--- src/rtl/measure_sampler_if.sv ---
// rtl/measure_sampler_if.sv - request/result bundle between a measurement requester and measure_sampler
//
// Ports (master drives requests, slave returns results):
//   start      measurement request, honoured only while the sampler is idle
//   rand_word  32-bit PRNG word; only its top PW bits are used, at acceptance
//   prob_flat  N*PW probabilities, basis state i at bits [i*PW +: PW]
//   busy       high from the cycle after acceptance through the done cycle
//   done       one-cycle pulse; outcome/fallthru valid from this cycle on
//   outcome    measured basis-state index
//   fallthru   cumulative sum never exceeded the draw; outcome forced to N-1

interface measure_sampler_if #(
    parameter int NQ = 2,
    parameter int PW = 16
);
    localparam int N = 1 << NQ;

    logic              start;
    logic [31:0]       rand_word;
    logic [N*PW-1:0]   prob_flat;
    logic              busy;
    logic              done;
    logic [NQ-1:0]     outcome;
    logic              fallthru;

    modport master (
        output start, rand_word, prob_flat,
        input  busy, done, outcome, fallthru
    );

    modport slave (
        input  start, rand_word, prob_flat,
        output busy, done, outcome, fallthru
    );
endinterface

--- src/rtl/measure_sampler.sv ---
// rtl/measure_sampler.sv - projective-measurement sampler walking a cumulative distribution
//
// Turns a PRNG draw into a basis-state index over an NQ-qubit register by
// scanning a snapshot of the probability vector one state per clock and
// stopping at the first state whose cumulative probability exceeds the draw.
//
// Ports:
//   clk    system clock
//   reset  asynchronous, active-low reset
//   ms     measure_sampler_if slave: start/rand_word/prob_flat in,
//          busy/done/outcome/fallthru out

module measure_sampler #(
    parameter int NQ = 2,
    parameter int PW = 16
) (
    input  logic              clk,
    input  logic              reset,
    measure_sampler_if.slave  ms
);
    localparam int            N       = 1 << NQ;
    localparam logic [NQ-1:0] IDX_MAX = NQ'(N - 1);

    typedef enum logic [1:0] {
        S_IDLE = 2'd0,
        S_SCAN = 2'd1,
        S_DONE = 2'd2
    } state_t;

    state_t          state_q, state_d;
    logic [NQ-1:0]   idx_q, idx_d;
    logic [PW:0]     acc_q, acc_d;
    logic [PW-1:0]   r_q, r_d;
    logic [PW-1:0]   prob_q [N];
    logic [PW-1:0]   prob_d [N];
    logic [NQ-1:0]   outcome_q, outcome_d;
    logic            fallthru_q, fallthru_d;
    logic            done_q, done_d;
    logic            busy_q, busy_d;

    // Scan datapath: one extra bit on the accumulator keeps a full 2^PW sum
    // representable.
    logic [PW-1:0]   p_cur;
    logic [PW:0]     acc_next;
    logic            hit;
    logic            last;

    always_comb begin
        p_cur    = prob_q[idx_q];
        acc_next = acc_q + {1'b0, p_cur};
        // Strict compare: a draw equal to a cumulative boundary belongs to
        // the next state, and zero-probability states can never be hit.
        hit      = ({1'b0, r_q} < acc_next);
        last     = (idx_q == IDX_MAX);
    end

    // State register and all datapath flops.
    always_ff @(posedge clk or negedge reset) begin
        if (!reset) begin
            state_q    <= S_IDLE;
            idx_q      <= '0;
            acc_q      <= '0;
            r_q        <= '0;
            outcome_q  <= '0;
            fallthru_q <= 1'b0;
            done_q     <= 1'b0;
            busy_q     <= 1'b0;
            for (int i = 0; i < N; i++) begin
                prob_q[i] <= '0;
            end
        end else begin
            state_q    <= state_d;
            idx_q      <= idx_d;
            acc_q      <= acc_d;
            r_q        <= r_d;
            outcome_q  <= outcome_d;
            fallthru_q <= fallthru_d;
            done_q     <= done_d;
            busy_q     <= busy_d;
            for (int i = 0; i < N; i++) begin
                prob_q[i] <= prob_d[i];
            end
        end
    end

    // Next-state logic.
    always_comb begin
        state_d = state_q;
        case (state_q)
            S_IDLE:  if (ms.start) state_d = S_SCAN;
            S_SCAN:  if (hit || last) state_d = S_DONE;
            S_DONE:  state_d = S_IDLE;
            default: state_d = S_IDLE;
        endcase
    end

    // Datapath / output logic.
    always_comb begin
        idx_d      = idx_q;
        acc_d      = acc_q;
        r_d        = r_q;
        outcome_d  = outcome_q;
        fallthru_d = fallthru_q;
        done_d     = 1'b0;
        for (int i = 0; i < N; i++) begin
            prob_d[i] = prob_q[i];
        end

        case (state_q)
            S_IDLE: begin
                if (ms.start) begin
                    // Draw and distribution are frozen here so that later
                    // changes on the inputs cannot disturb this measurement.
                    r_d   = ms.rand_word[31 -: PW];
                    acc_d = '0;
                    idx_d = '0;
                    for (int i = 0; i < N; i++) begin
                        prob_d[i] = ms.prob_flat[i*PW +: PW];
                    end
                end
            end
            S_SCAN: begin
                if (hit) begin
                    outcome_d  = idx_q;
                    fallthru_d = 1'b0;
                    done_d     = 1'b1;
                end else if (last) begin
                    // Deficient distribution: the draw lies beyond the total
                    // mass, so report the last state and flag it.
                    outcome_d  = IDX_MAX;
                    fallthru_d = 1'b1;
                    done_d     = 1'b1;
                end else begin
                    acc_d = acc_next;
                    idx_d = idx_q + NQ'(1);
                end
            end
            default: ;
        endcase

        busy_d = (state_d != S_IDLE);
    end

    assign ms.busy     = busy_q;
    assign ms.done     = done_q;
    assign ms.outcome  = outcome_q;
    assign ms.fallthru = fallthru_q;

endmodule

--- src/flat_wrapper.sv ---
// flat-port wrapper written by rule: the top's interface ports become plain ports
module measure_sampler_flat 
#(
    parameter int NQ = 2,
    parameter int PW = 16
)
  (clk, reset, ms_start, ms_rand_word, ms_prob_flat, ms_busy, ms_done, ms_outcome, ms_fallthru);
  measure_sampler_if #(.NQ(NQ), .PW(PW)) ms_i ();
  input  logic clk;
  input  logic reset;
  input wire logic [$bits(ms_i.start)-1:0] ms_start;
  input wire logic [$bits(ms_i.rand_word)-1:0] ms_rand_word;
  input wire logic [$bits(ms_i.prob_flat)-1:0] ms_prob_flat;
  output wire logic [$bits(ms_i.busy)-1:0] ms_busy;
  output wire logic [$bits(ms_i.done)-1:0] ms_done;
  output wire logic [$bits(ms_i.outcome)-1:0] ms_outcome;
  output wire logic [$bits(ms_i.fallthru)-1:0] ms_fallthru;
  assign ms_i.start = ms_start;
  assign ms_i.rand_word = ms_rand_word;
  assign ms_i.prob_flat = ms_prob_flat;
  assign ms_busy = ms_i.busy;
  assign ms_done = ms_i.done;
  assign ms_outcome = ms_i.outcome;
  assign ms_fallthru = ms_i.fallthru;
  measure_sampler #(.NQ(NQ), .PW(PW)) u_core (.clk(clk), .reset(reset), .ms(ms_i));
endmodule
--- config.mk ---
export PLATFORM = sky130hd
export DESIGN_NAME = measure_sampler_flat
export DESIGN_NICKNAME = d
export VERILOG_FILES = /design/src/rtl/measure_sampler_if.sv /design/src/rtl/measure_sampler.sv /design/src/flat_wrapper.sv
export SDC_FILE = /design/constraint.sdc
export NUM_CORES = 1
export LEC_CHECK = 0
export BUFFER_PORTS_ARGS = -buffer_cell sky130_fd_sc_hd__clkbuf_2
export CAP_MARGIN = 20
export CORE_UTILIZATION = 25
export CTS_CLUSTER_DIAMETER = 30
export CTS_CLUSTER_SIZE = 8
export DETAILED_ROUTE_END_ITERATION = 10
export GPL_TIMING_DRIVEN = 0
export SYNTH_ARGS = -nofsm -noshare
export SYNTH_HDL_FRONTEND = slang
export SYNTH_SLANG_ARGS = --single-unit
--- constraint.sdc ---
create_clock -name clk -period 6.36 [get_ports clk]
set_clock_uncertainty 0.1 [all_clocks]
set_input_delay 0.318 -clock clk [delete_from_list [all_inputs] [get_ports clk]]
set_output_delay 0.318 -clock clk [all_outputs]
set_load 0.02 [all_outputs]
==> impl_summary.md <==
Synthesis
Synthesis handed over a netlist of 433 instances. Yosys mapped the design onto 56 distinct sky130hd cell types. Synthesis produced a netlist with a net count of 565. The synthesized cell area is 5570 µm². The average size of a mapped cell is 12.9 µm². The Yosys step of the flow raised 0 warnings. Of the total synthesized cell area, the portion taken by XOR and XNOR cells is 0.0189. The fraction of synthesized area in multiplexers is 0.228. The proportion of synthesized chip area in sequential cells is 0.476. The most used flip-flop cell after synthesis is sky130_fd_sc_hd__dfrtp_1. The fraction of the mapped netlist area in adder cells is 0.0755. The post-synthesis register bit count is 106.

The fraction of synthesis flops using an asynchronous set or reset pin is 1.00. Of the total synthesized cell area, the portion taken by AND, OR, NAND and NOR gates is 0.0716. The number of enable-type register cells in the synthesized netlist is 0. The compound-gate portion of the synthesized area is 0.107.

After synthesis, the largest family of logic cells by area is multiplexers.

Floorplanning
The I/O pin count is 104. The die is 151 µm wide. Measured along the y axis, the die boundary spans 151 µm. The die covers 22900 µm².

The initial cell density of the core is 0.255. The number of core rows is 54. The placeable core area is 21800 µm².

Outcome
The flow ran to the end, but the final reports show violations. The checks that failed: hold timing.

STA
Setup repair after global routing left no endpoint under its margin. The total count of max-transition violations in the final report is 0. The tightest hold margin is -0.0374 ns. For the pin with the worst max-slew slack, the measured transition is 0.859 ns. The final period demand of the worst path is 5.82 ns.

The headroom to the max-slew limit is 0.426. The setup-violating endpoint count in the final report is 0. The hold violation total from the final report came to 48. The setup TNS is 0 ns. Of the available clock period, the critical path in the final layout requires 0.915. For this run, the top clock speed supported by timing is 172 MHz.

Layout
The fraction of final layout cells sized beyond drive strength 1 is 0.397. The most common library cell in the layout ignoring fill and taps is sky130_fd_sc_hd__dfrtp_1. The multi-input logic area is 2790 µm². The count of inserted antenna diode cells is 0. The layout has 2223 filler cells. The final cell area excluding filler cells is 6660 µm². The final layout contains 663 nets. In the layout the commonest cells are sky130_fd_sc_hd__dfrtp_1, sky130_fd_sc_hd__clkbuf_2, sky130_fd_sc_hd__mux2_2. The area taken by flip-flops and latches is 2650 µm². The area added between synthesis and finish is 19.5%.

Drt
In the routed design, unresolved DRC markers number 0. Before antenna repair, the detailed router went through 4 iterations. The total wire length after detailed routing is 14100 µm. The routed layout has 3880 vias. The number of vias per cell after detailed routing is 4.75. After the first detailed-routing iteration, the DRC count stood at 155. Once detail routing completed, the nets flagged for antenna violations numbered 0.

The post-detailed-route wirelength per cell is 17.3 µm.

Critical path
In this run the critical register-to-register path is launched from u_core.idx_q[1]. The capturing point of the worst reg2reg path is u_core.acc_q[12]. For the worst flop-to-flop path, the logic depth is 19.

STA classifies the critical path startpoint as a flop. By startpoint and endpoint, the worst setup path is classified as flop to flop. For the worst setup path, the data arrival time is 5.98 ns. In this run the register-to-register setup slack is 0.54 ns. The worst setup path is captured at a flop. In this run the worst path has a maximum fanout of 10.

The data required time at the worst endpoint is 6.52 ns.

Flow run
Across the run, the number of max-cap violations was 0.

GRT
The initial antenna violation count is 0. After global routing the overflow that remains totals 0. The largest net degree at the start of global routing is 107. The total routing resource utilization after global routing is 0.133. The first global-routing pass estimated 22700 µm of wire. The via count of the first global-routing pass is 4044.

Power and ir drop
The internal power of the cells totals 2390 µW. The portion of total power attributed to the clock network is 0.132. Across the VDD grid, the largest voltage drop is 0.307 mV.

The combinational share of power is 0.590. The static leakage power is 0.00297 µW. Of the total power, the share spent switching nets is 0.429. The overall power is 4190 µW. The power density over the cells is 629 nW/µm². Summed over all nets, the switching power comes to 1800 µW. Of the total power, registers draw 0.278.

Clock network
After clock tree synthesis, the flow added hold-fix buffers numbering 0. The clock latency of the later-clocked register in the worst-skew pair is 0.37 ns. The CTS H-tree depth is 3. The number of CTS-inserted buffers is 9. The clock passes through at most 2 buffers. TritonCTS built the clock tree. In this run the clock root is driven by a sky130_fd_sc_hd__clkbuf_16.

Clock-pin slew was measured on the worst setup and hold paths at 0.07 ns. The clock sink count is 106.

Placement
The HPWL after detailed placement is 10500 µm. The routability congestion estimate from global placement is 0.820. During placement, the flow inserted port buffers numbering 87. Once placement finished, the instance area stood at 6370 µm².

Min path
The path class of the lowest-slack min-delay path is input pin to asynchronous set/reset pin.
==> cell type report <==
class	count	area share
Sequential cell	106	0.398
Timing Repair Buffer	87	0.0667
Inverter	7	0.00395
Tap cell	280	0.0526
Buffer	22	0.0160
Clock buffer	10	0.0359
Clock inverter	6	0.00770
Multi-Input combinational cell	298	0.419
==> registers in the layout (all words and copies together) (netlist names) <==
name	count
u_core.ms.fallthru	1
u_core.r_q	16
u_core.idx_q	2
u_core.prob_q	64
u_core.ms.busy	1
u_core.ms.done	1
u_core.state_q	2
u_core.ms.outcome	2
u_core.acc_q	17
==> metrics by stage <==
stage,hold WS [ns],utilization,instances,setup WS [ns]
after floorplan,-0.0776,-,433,1.19
after global placement,0.384,0.291,800,0.0714
after detailed placement,0.386,0.292,800,0.0587
after CTS,0.0125,0.305,816,0.0221
after global routing,0.0438,0.305,816,0.130
final,-0.0374,0.305,816,0.538
==> metal layers <==
| metal | vias to the layer above | share of wire | global-route usage |
|---|---|---|---|
| li1 | 1837 | - | - |
| met1 | 1931 | 0.48 | 0.186 |
| met2 | 93 | 0.45 | 0.203 |
| met3 | 19 | 0.049 | 0.0268 |
| met4 | 0 | 0.021 | 0.0415 |
| met5 | - | 0 | 0 |
==> cells in the mapped netlist, drive strengths merged (2+ instances only) <==
| master | instances | area (µm²) |
|---|---|---|
| nand2 | 19 | 71.3 |
| and4 | 2 | 17.5 |
| a21o | 12 | 90.1 |
| a211oi | 4 | 40.0 |
| xnor2 | 5 | 43.8 |
| and2 | 8 | 50.1 |
| o31ai | 4 | 30.0 |
| a2111oi | 2 | 17.5 |
| nand2b | 4 | 25.0 |
| or3 | 4 | 25.0 |
| and3 | 4 | 25.0 |
| ha | 32 | 400 |
| xor2 | 7 | 61.3 |
| mux4 | 16 | 360 |
| mux2 | 80 | 901 |
| buf | 7 | 46.3 |
| a31o | 2 | 17.5 |
| inv | 7 | 26.3 |
| dfrtp | 106 | 2650 |
| a31oi | 5 | 31.3 |
| o21bai | 4 | 30.0 |
| o211ai | 3 | 27.5 |
| nor2 | 7 | 26.3 |
| o21a | 2 | 15.0 |
| a221oi | 3 | 26.3 |
| a21oi | 15 | 75.1 |
| o22a | 2 | 17.5 |
| a311o | 3 | 30.0 |
| o311ai | 6 | 52.6 |
| nand3 | 14 | 70.1 |
| nor3 | 7 | 35.0 |
| clkbuf | 15 | 56.3 |
| o21ai | 6 | 33.8 |
==> worst max-delay path: stages (launching register included) <==
cell and delay [ns]:
sky130_fd_sc_hd__dfrtp_1 0.35, sky130_fd_sc_hd__clkbuf_1 0.46, sky130_fd_sc_hd__clkbuf_2 0.39, sky130_fd_sc_hd__mux4_2 0.39, sky130_fd_sc_hd__ha_1 0.38, sky130_fd_sc_hd__a21o_1 0.22
sky130_fd_sc_hd__a21o_1 0.18, sky130_fd_sc_hd__a221oi_1 0.53, sky130_fd_sc_hd__o21bai_1 0.22, sky130_fd_sc_hd__a31o_2 0.28, sky130_fd_sc_hd__a32o_1 0.24, sky130_fd_sc_hd__ha_1 0.21
sky130_fd_sc_hd__nor3_1 0.14, sky130_fd_sc_hd__nand2_1 0.09, sky130_fd_sc_hd__o41ai_1 0.62, sky130_fd_sc_hd__or4_1 0.20, sky130_fd_sc_hd__buf_2 0.18, sky130_fd_sc_hd__buf_2 0.28
sky130_fd_sc_hd__nor3_1 0.09, sky130_fd_sc_hd__a21o_1 0.17
==> what timing repair did <==
item,CTS,global route
setup buffers,0,0
gates resized for setup,0,8
setup endpoints to repair,0,24
==> cells by family after synthesis <==
group,count (synthesis)
adders and majority gates,33
buffers and inverters,29
AOI/OAI and AO/OA,80
xor gates and xnor gates,12
and+or+nand+nor,76
DFF,106
muxes,97
==> worst max path at each step <==
stage | startpoint | endpoint | slack [ns] | cells after the start
after floorplan | u_core.idx_q[0] | u_core.acc_q[13] | 1.19 | 18
after global placement | u_core.idx_q[0] | u_core.idx_q[0] | 0.07 | 18
after detailed placement | u_core.idx_q[0] | u_core.idx_q[0] | 0.06 | 18
after CTS | u_core.idx_q[0] | u_core.acc_q[13] | 0.02 | 20
after global routing | u_core.idx_q[1] | u_core.acc_q[9] | 0.13 | 19
final | u_core.idx_q[1] | u_core.acc_q[12] | 0.54 | 19
==> power groups by stage <==
stage | registers (µW) | clock network [µW] | logic (µW)
2_1_floorplan | 1130 | 0 | 1840
3_3_place_gp | 1170 | 0 | 2430
3_5_place_dp | 1180 | 0 | 2490
4_1_cts | 1170 | 561 | 2490
5_1_grt | 1210 | 588 | 2740
6_report | 1170 | 553 | 2470
Note: power is estimated with default switching activity, not from simulation.
